**src/rtl/dec.sv**
```systemverilog
// dec: RV32I decode stage. It cracks IF/ID, detects load-use hazards and owns the ID/EX register.
// Build option: define DEC_ILLEGAL_EN to flag unrecognised encodings on o_illegal.
module dec #(
  parameter logic [31:0] NOP_INST  = 32'h00000033,
  parameter logic [31:0] HALT_INST = 32'h00100073
) (
  input  logic        i_clk,
  input  logic        i_rst,
  input  logic [31:0] i_inst,
  input  logic [31:0] i_pc,
  input  logic [31:0] i_nxt_pc,
  input  logic        i_vld,
  input  logic        i_flush,
  output logic [4:0]  o_rs1_raddr,
  output logic [4:0]  o_rs2_raddr,
  input  logic [31:0] i_rs1_rdata,
  input  logic [31:0] i_rs2_rdata,
  output logic        o_hold,
  output logic [31:0] o_rs1,
  output logic [31:0] o_rs2,
  output logic [31:0] o_immediate,
  output logic [4:0]  o_rd_waddr,
  output logic [2:0]  o_opsel,
  output logic        o_sub,
  output logic        o_alu_imm,
  output logic        o_branch,
  output logic        o_jal,
  output logic        o_jalr,
  output logic        o_mem_read,
  output logic        o_mem_write,
  output logic        o_reg_write,
  output logic        o_lui,
  output logic        o_auipc,
  output logic        o_halt,
  output logic [31:0] o_pc,
  output logic [31:0] o_nxt_pc,
  output logic        o_vld,
  output logic        o_illegal
);

  localparam logic [6:0] OP_R      = 7'b0110011;
  localparam logic [6:0] OP_IMM    = 7'b0010011;
  localparam logic [6:0] OP_LOAD   = 7'b0000011;
  localparam logic [6:0] OP_STORE  = 7'b0100011;
  localparam logic [6:0] OP_BRANCH = 7'b1100011;
  localparam logic [6:0] OP_JALR   = 7'b1100111;
  localparam logic [6:0] OP_JAL    = 7'b1101111;
  localparam logic [6:0] OP_LUI    = 7'b0110111;
  localparam logic [6:0] OP_AUIPC  = 7'b0010111;

  function automatic logic [31:0] form_imm(input logic [31:0] inst);
    logic [31:0] imm;
    case (inst[6:0])
      OP_IMM, OP_LOAD, OP_JALR: imm = {{20{inst[31]}}, inst[31:20]};
      OP_STORE:                 imm = {{20{inst[31]}}, inst[31:25], inst[11:7]};
      OP_BRANCH:                imm = {{19{inst[31]}}, inst[31], inst[7], inst[30:25],
                                       inst[11:8], 1'b0};
      OP_LUI, OP_AUIPC:         imm = {inst[31:12], 12'h000};
      OP_JAL:                   imm = {{11{inst[31]}}, inst[31], inst[19:12], inst[20],
                                       inst[30:21], 1'b0};
      default:                  imm = '0;
    endcase
    return imm;
  endfunction

  logic [6:0] opc;
  logic [2:0] f3;
  logic [4:0] rd;
  logic       is_r, is_imm, is_load, is_store, is_branch;
  logic       is_jalr, is_jal, is_lui, is_auipc, is_nop;
  logic       uses_rs1, uses_rs2, writes_rd, ill, bubble;

  assign opc       = i_inst[6:0];
  assign f3        = i_inst[14:12];
  assign rd        = i_inst[11:7];
  assign is_r      = (opc == OP_R);
  assign is_imm    = (opc == OP_IMM);
  assign is_load   = (opc == OP_LOAD);
  assign is_store  = (opc == OP_STORE);
  assign is_branch = (opc == OP_BRANCH);
  assign is_jalr   = (opc == OP_JALR);
  assign is_jal    = (opc == OP_JAL);
  assign is_lui    = (opc == OP_LUI);
  assign is_auipc  = (opc == OP_AUIPC);
  assign is_nop    = (i_inst == NOP_INST);

  assign uses_rs1  = is_r | is_imm | is_load | is_jalr | is_store | is_branch;
  assign uses_rs2  = is_r | is_store | is_branch;
  assign writes_rd = (is_r | is_imm | is_load | is_jal | is_jalr | is_lui | is_auipc)
                     & (rd != 5'd0) & ~is_nop;

`ifdef DEC_ILLEGAL_EN
  logic is_system, is_fence, known_op, f3_bad;

  assign is_system = (opc == 7'b1110011);
  assign is_fence  = (opc == 7'b0001111);
  assign known_op  = is_r | is_imm | is_load | is_store | is_branch | is_jalr | is_jal
                     | is_lui | is_auipc | is_system | is_fence;
  // Holes in the funct3 space of the memory and control-transfer groups
  assign f3_bad    = (is_load   & ((f3 == 3'd3) | (f3 == 3'd6) | (f3 == 3'd7)))
                   | (is_store  & (f3 > 3'd2))
                   | (is_branch & ((f3 == 3'd2) | (f3 == 3'd3)))
                   | (is_jalr   & (f3 != 3'd0));
  assign ill       = ~known_op | f3_bad;
`else
  assign ill       = 1'b0;
`endif

  assign o_rs1_raddr = i_inst[19:15];
  assign o_rs2_raddr = i_inst[24:20];

  // A load in EX whose rd feeds the instruction in ID must wait one cycle
  assign o_hold = o_vld & o_mem_read & (o_rd_waddr != 5'd0) & i_vld & ~i_flush
                & ((uses_rs1 & (o_rs1_raddr == o_rd_waddr))
                 | (uses_rs2 & (o_rs2_raddr == o_rd_waddr)));

  assign bubble = i_flush | o_hold;

  logic [31:0] rs1_d, rs2_d, imm_d, pc_d, nxt_pc_d;
  logic [31:0] rs1_q, rs2_q, imm_q, pc_q, nxt_pc_q;
  logic [4:0]  rd_d, rd_q;
  logic [2:0]  opsel_d, opsel_q;
  logic        sub_d, alu_imm_d, branch_d, jal_d, jalr_d, mem_read_d, mem_write_d;
  logic        reg_write_d, lui_d, auipc_d, halt_d, vld_d, illegal_d;
  logic        sub_q, alu_imm_q, branch_q, jal_q, jalr_q, mem_read_q, mem_write_q;
  logic        reg_write_q, lui_q, auipc_q, halt_q, vld_q, illegal_q;

  always_comb begin
    rs1_d       = '0;
    rs2_d       = '0;
    imm_d       = '0;
    pc_d        = '0;
    nxt_pc_d    = '0;
    rd_d        = '0;
    opsel_d     = '0;
    sub_d       = 1'b0;
    alu_imm_d   = 1'b0;
    branch_d    = 1'b0;
    jal_d       = 1'b0;
    jalr_d      = 1'b0;
    mem_read_d  = 1'b0;
    mem_write_d = 1'b0;
    reg_write_d = 1'b0;
    lui_d       = 1'b0;
    auipc_d     = 1'b0;
    halt_d      = 1'b0;
    vld_d       = 1'b0;
    illegal_d   = 1'b0;
    if (!bubble) begin
      rs1_d     = i_rs1_rdata;
      rs2_d     = i_rs2_rdata;
      imm_d     = form_imm(i_inst);
      pc_d      = i_pc;
      nxt_pc_d  = i_nxt_pc;
      rd_d      = rd;
      opsel_d   = f3;
      sub_d     = i_inst[30] & (is_r | (is_imm & (f3[1:0] == 2'b01)));
      alu_imm_d = is_imm | is_load | is_store | is_jalr | is_lui | is_auipc;
      vld_d     = i_vld;
      illegal_d = i_vld & ill;
      // Strobes only for a valid, legal instruction
      if (i_vld && !ill) begin
        branch_d    = is_branch;
        jal_d       = is_jal;
        jalr_d      = is_jalr;
        mem_read_d  = is_load;
        mem_write_d = is_store;
        reg_write_d = writes_rd;
        lui_d       = is_lui;
        auipc_d     = is_auipc;
        halt_d      = (i_inst == HALT_INST);
      end
    end
  end

  // ID/EX pipeline register
  always_ff @(posedge i_clk) begin
    if (i_rst) begin
      rs1_q       <= '0;
      rs2_q       <= '0;
      imm_q       <= '0;
      pc_q        <= '0;
      nxt_pc_q    <= '0;
      rd_q        <= '0;
      opsel_q     <= '0;
      sub_q       <= 1'b0;
      alu_imm_q   <= 1'b0;
      branch_q    <= 1'b0;
      jal_q       <= 1'b0;
      jalr_q      <= 1'b0;
      mem_read_q  <= 1'b0;
      mem_write_q <= 1'b0;
      reg_write_q <= 1'b0;
      lui_q       <= 1'b0;
      auipc_q     <= 1'b0;
      halt_q      <= 1'b0;
      vld_q       <= 1'b0;
      illegal_q   <= 1'b0;
    end else begin
      rs1_q       <= rs1_d;
      rs2_q       <= rs2_d;
      imm_q       <= imm_d;
      pc_q        <= pc_d;
      nxt_pc_q    <= nxt_pc_d;
      rd_q        <= rd_d;
      opsel_q     <= opsel_d;
      sub_q       <= sub_d;
      alu_imm_q   <= alu_imm_d;
      branch_q    <= branch_d;
      jal_q       <= jal_d;
      jalr_q      <= jalr_d;
      mem_read_q  <= mem_read_d;
      mem_write_q <= mem_write_d;
      reg_write_q <= reg_write_d;
      lui_q       <= lui_d;
      auipc_q     <= auipc_d;
      halt_q      <= halt_d;
      vld_q       <= vld_d;
      illegal_q   <= illegal_d;
    end
  end

  assign o_rs1       = rs1_q;
  assign o_rs2       = rs2_q;
  assign o_immediate = imm_q;
  assign o_pc        = pc_q;
  assign o_nxt_pc    = nxt_pc_q;
  assign o_rd_waddr  = rd_q;
  assign o_opsel     = opsel_q;
  assign o_sub       = sub_q;
  assign o_alu_imm   = alu_imm_q;
  assign o_branch    = branch_q;
  assign o_jal       = jal_q;
  assign o_jalr      = jalr_q;
  assign o_mem_read  = mem_read_q;
  assign o_mem_write = mem_write_q;
  assign o_reg_write = reg_write_q;
  assign o_lui       = lui_q;
  assign o_auipc     = auipc_q;
  assign o_halt      = halt_q;
  assign o_vld       = vld_q;
  assign o_illegal   = illegal_q;

endmodule

```
**config.mk**
```make
export PLATFORM = sky130hd
export DESIGN_NAME = dec
export DESIGN_NICKNAME = d
export VERILOG_FILES = /design/src/rtl/dec.sv
export SDC_FILE = /design/constraint.sdc
export NUM_CORES = 1
export LEC_CHECK = 0
export ABC_AREA = 1
export CORE_AREA = 2 2 136 138
export CTS_CLUSTER_SIZE = 28
export DETAILED_ROUTE_END_ITERATION = 16
export DIE_AREA = 0 0 138 140
export GPL_ROUTABILITY_DRIVEN = 0
export PLACE_DENSITY = 0.72
export SYNTH_ARGS = -nofsm -noshare
export SYNTH_HDL_FRONTEND = slang
export SYNTH_SLANG_ARGS = --single-unit
```
**constraint.sdc**
```tcl
create_clock -name i_clk -period 1.8 [get_ports i_clk]
set_input_delay 0.36 -clock i_clk [delete_from_list [all_inputs] [get_ports i_clk]]
set_output_delay 0.36 -clock i_clk [all_outputs]
set_load 0.005 [all_outputs]
```
## After elaboration in Yosys (flattened, before gate mapping)

Cells that the tools add are included.

| word-level totals | value |
|---|---|
| register bits | 180 |
| input bits | 164 |
| output and inout bits | 192 |
| logic and storage cells | 73 |

| operators by class | value |
|---|---|
| bitwise logic cells | 33 |
| equality and inequality tests | 14 |
| reduce and logical (&&, ||, !) cells | 6 |
| mux-type cells | 1 |

Operators by type and width:

| kind | number |
|---|---|
| 32-bit one-hot mux with 5 select lines | 1 |
| 32-bit by 21-bit == test with 1-bit output (second input constant) | 1 |
| 32-bit by 6-bit == test with 1-bit output (second input constant) | 1 |
| 7-bit by 6-bit == test with 1-bit output (second input constant) | 3 |
| 7-bit == test (second input constant) | 3 |
| 1-bit OR | 19 |
| 7-bit by 5-bit == test with 1-bit output (second input constant) | 2 |
| 1-bit bitwise AND | 11 |
| 5-bit == test | 2 |
| 5-bit nonzero test | 2 |
| 7-bit by 2-bit == test with 1-bit output (second input constant) | 1 |
| 3-bit OR reduction | 2 |
| 2-bit OR reduction | 2 |
| 1-bit NOT | 3 |
| 2-bit by 1-bit == test with 1-bit output (second input constant) | 1 |

## Longest topological paths before layout

| depth | value |
|---|---|
| depth after elaboration | 11 |
| depth in mapped cells | 13 |
| depth with buffers taken out | 11 |

## Worst setup path after synthesis

No wires, ideal clock.

| path | value |
|---|---|
| path kind | input to register |
| start | input port i_inst[3] |
| end | register imm_q[0], in the netlist o_immediate[0] |
| arrival time | 1.406 ns |
| required time | 1.682 ns |
| library setup time | 0.118 ns |
| stages on the path | 12 |
| path buffers | 2 |
| slack | 0.276 ns |
| cells stage by stage | inv_2 -> nand2_1 -> nor2_4 -> o21ai_1 -> inv_1 -> nand3_1 -> nand2_1 -> nand2_2 -> nand2_4 -> buf_12 -> buf_6 -> nor2_1 |

| between the ends | value |
|---|---|
| word-level cells in the longest chain between the ends | 11 |
| elaborated cells between the ends (all ways) | 25 |
| classes of those cells | eq/ne (9); mux (1); bitwise (12); reduce/logical (3) |

RTL lines:

| element | line | source |
|---|---|---|
| from (decl) | 9 | `input logic [31:0] i_inst,` |
| 7-bit by 6-bit == test with 1-bit output or 7-bit by 5-bit == test with 1-bit output (tied branches) | 76, 53, 77 |  |
| 1-bit OR (5 in a row) | 87 | `assign uses_rs1 = is_r \| is_imm \| is_load \| is_jalr \| is_store \| is_branch;` |
| 1-bit bitwise AND | 114 | `& ((uses_rs1 & (o_rs1_raddr == o_rd_waddr))` |
| 1-bit OR | 115 | `\| (uses_rs2 & (o_rs2_raddr == o_rd_waddr)));` |
| 1-bit bitwise AND | 114 |  |
| 1-bit OR | 117 | `assign bubble = i_flush \| o_hold;` |
| 2-bit OR reduction (no line) | -- |  |
| to (signal assigned) | 202 | `imm_q <= imm_d;` |
| to (decl) | 120 | `logic [31:0] rs1_q, rs2_q, imm_q, pc_q, nxt_pc_q;` |

Parallel ways exist; a longest one is shown, timed or not.
A chain may end at the register's enable or synchronous reset.

## Worst setup path in the final report

| path | value |
|---|---|
| start | register rd_q[3], in the netlist o_rd_waddr[3] |
| end | output port o_hold |

| between the ends | value |
|---|---|
| word-level cells in the longest chain between the ends | 5 |
| elaborated cells between the ends (all ways) | 10 |
| classes of those cells | eq/ne (2); bitwise (7); reduce/logical (1) |

RTL lines:

| element | line | source |
|---|---|---|
| from (decl) | 121 | `logic [4:0] rd_d, rd_q;` |
| from (signal assigned) | 205 | `rd_q <= rd_d;` |
| 5-bit nonzero test | 113 | `assign o_hold = o_vld & o_mem_read & (o_rd_waddr != 5'd0) & i_vld & ~i_flush` |
| 1-bit bitwise AND (3 in a row) | 113 |  |
| 1-bit bitwise AND * | 114 |  |
| to (decl) | 18 | `output logic o_hold,` |

Mark *: on every way between the ends. The rest lies on a longest branch, timed or not.

==> flow_summary.toml <==
[run_status]
status = "finished with violations"
violations = "negative setup slack"

[timing]
maxSlewViolCount = 0
setup_ws_ns = -0.175
max_freq_ghz = 0.506
finalHoldViolCount = 0
fin_skew_ns = 0.0131
finalCritPeriodShare_pct = 110
setup_viol = 2
fin_crit_ns = 1.97
rsz0062_at_grt = "true"

[drt]
dr.pass1.iters = 4
drt_wl_total_mm = 19.8
routed_via_density = 4.16
drc_errors = 0
detail-route-antenna-nets = 0
vias = 5481
drtIter0Drc = 196
wire_per_inst_um = 15.1

[floorplan]
die_area_um2 = 19300
dieHeight_um = 140
core_um2 = 17800
rows = 49
ioPinCount = 356
initial_utilization_pct = 32.6
dieWidth_um = 138

[yosys]
netlist_area_um2 = 5800
synth_fp_nets = 832
synth-edff-count = 0
synth.yosys.seq_area_share_pct = 62.1
synth_ff_type = "dfxtp_1"
synth_cell_types = 31
syn_avg_cell_area_um2 = 8.69
netlist_instances = 668
async_reset_ff_share_pct = 0
ys_warn_count = 0
ys_ff_latch = 180

[worst_setup_path]
cp_top_family = "simple AND/OR/NAND/NOR gates"
cp-start-kind = "flip-flop"
path_cells = "buf_6 > or2_1 > a21oi_2 > nand3_1 > nand2_2 > nand2_2 > inv_2 > buf_6"
slowest_delay_ns = 0.34
arrival_ns = 1.61
critical_path_class = "reg2out"
endpoint_kind = "primary output"
worstPathMaxFanout = 3
cpMaxStageDelayCell = "dfxtp_2"
cp.required_ns = 1.44
critical_path_buf_inv_count = 3

[layout]
fill_cells = 1528
drive_gt1_share_pct = 11.6
nets = 1242
n_antenna_cell = 0
syn_to_final_growth_pct = 85.0
fin_util_pct = 60.4

[clocking]
htreeDepth = 4
cts.sinks = 180
root_buffer = "clkbuf_16"
cts_tree = "built"
insertion_delay_ns = 0.42
numCtsBuffers = 17
clkSlewWorstSetupHoldPaths_ns = 0.07
cts_max_path_buffers = 2

[global_route]
grt_overflow = 0
grt_antenna_before_repair = 0
grt_pass1_vias = 5438
grt_max_degree = 41
track_usage_pct = 19.3
grt_first_pass_wirelength_mm = 29.3

[pwr]
leakage_nw = 4.94
vdd_drop_max_mv = 0.611
powerDensity_nw_per_um2 = 860
fin_total_pwr_mw = 9.23

[placement]
post-place-ws_ns = -0.742
port_buffers = 354
hpwlAfterDp_mm = 14.6

[min_path]
hold_class = "in2reg"

[run]
maxCapViolations = 0
worst paths after layout:
check	startpoint	endpoint	slack, ns	depth (start not counted)
max	o_rd_waddr[3]	o_hold	-0.17	8
min	i_pc[28]	o_pc[28]	0.45	3
max reg2reg	o_rd_waddr[3]	o_immediate[30]	0.03	10
min reg2reg	o_vld	o_immediate[31]	0.95	6
area by class of cell:
| cell class | instances | area [µm²] | area share (%) |
|---|---|---|---|
| timing repair buffer | 421 | 4230 | 39.4 |
| sequential | 180 | 3610 | 33.6 |
| multi-input combinational | 305 | 1410 | 13.1 |
| inverter | 153 | 574 | 5.35 |
| clock buffer | 17 | 425 | 3.96 |
| tap | 229 | 287 | 2.67 |
| clock inverter | 13 | 196 | 1.83 |
Yosys cell counts (5+ instances only):
| master | count | area [µm²] |
|---|---|---|
| buf_2 | 6 | 30.0 |
| inv_1 | 148 | 556 |
| xnor2_1 | 5 | 43.8 |
| nor2_1 | 198 | 743 |
| nor3_1 | 5 | 25.0 |
| nand3_1 | 8 | 40.0 |
| inv_2 | 5 | 18.8 |
| a21oi_1 | 13 | 65.1 |
| nand2_1 | 36 | 135 |
| dfxtp_1 | 180 | 3600 |
| buf_8 | 9 | 135 |
| a22oi_1 | 12 | 90.1 |
| buf_4 | 12 | 90.1 |
tightest hold or removal path, delay by kind of cell:
family | cells | cell delay [ns]
buffers and inverters | 2 | 0.44
and+or+nand+nor | 1 | 0.03
through the flow:
stage          hold WS (ns)  area [µm²]  setup TNS (ns)  std cells
2_1_floorplan         0.472        5800               0        668
3_3_place_gp          0.853        9860          -93.90       1277
3_5_place_dp          0.875        9860          -94.13       1277
4_1_cts               0.430       10600          -0.274       1311
5_1_grt               0.439       10700          -11.00       1318
6_report              0.451       10700          -0.239       1318
state kept, by name, indices dropped and copies added, names as in the netlist:
register     flops
o_immediate     32
o_branch         1
o_mem_write      1
o_alu_imm        1
o_rs2           32
o_lui            1
o_reg_write      1
o_pc            32
o_nxt_pc        32
o_mem_read       1
o_auipc          1
o_rd_waddr       5
o_vld            1
o_rs1           32
o_jalr           1
o_halt           1
o_jal            1
o_sub            1
o_opsel          3
per-layer routing:
| layer | part of all wire, % | routed length, µm | GRT usage, % |
|---|---|---|---|
| met2 | 49 | 9760 | 34.0 |
| met5 | 0 | 0 | 0 |
| met3 | 7.5 | 1490 | 6.53 |
| met4 | 2.4 | 477 | 6.82 |
| met1 | 41 | 8120 | 21.8 |
where the power goes:
part	internal, mW	switching, mW	total [mW]
Combinational	0.712	0.402	1.11
Sequential	4.11	0.0359	4.15
Clock	2.34	1.63	3.97
cells in the final DEF, fill, tap and decap left out, types with 4 or more instances in the layout:
cell type	count
bufinv_16	4
nand4_1	4
inv_1	147
buf_12	4
nor4_1	4
nand2_1	33
nand2_2	4
a21oi_1	12
dlygate4sd2_1	15
clkbuf_16	20
clkdlybuf4s50_1	335
a22oi_1	12
nand3_1	8
nor3_1	4
inv_2	6
buf_4	50
dfxtp_1	177
buf_6	6
nor2_1	196
cells by family after synthesis:
kind of cell	synth area share, %
AOI/OAI and AO/OA	3.13
xor gates and xnor gates	1.06
buffers and inverters	15.2
DFF	62.1
other	0.0646
and+or+nand+nor	18.5
what timing repair did:
item | in CTS | in global routing
setup buffers | 4 | 0
gates cloned | 0 | 7
hold buffers | 0 | 0
setup endpoints to repair | 179 | 161
resized for setup | 38 | 12
endpoints found under the hold margin | 0 | 0
pin swaps | 10 | 7
Note: power is estimated with default switching activity, not from simulation.
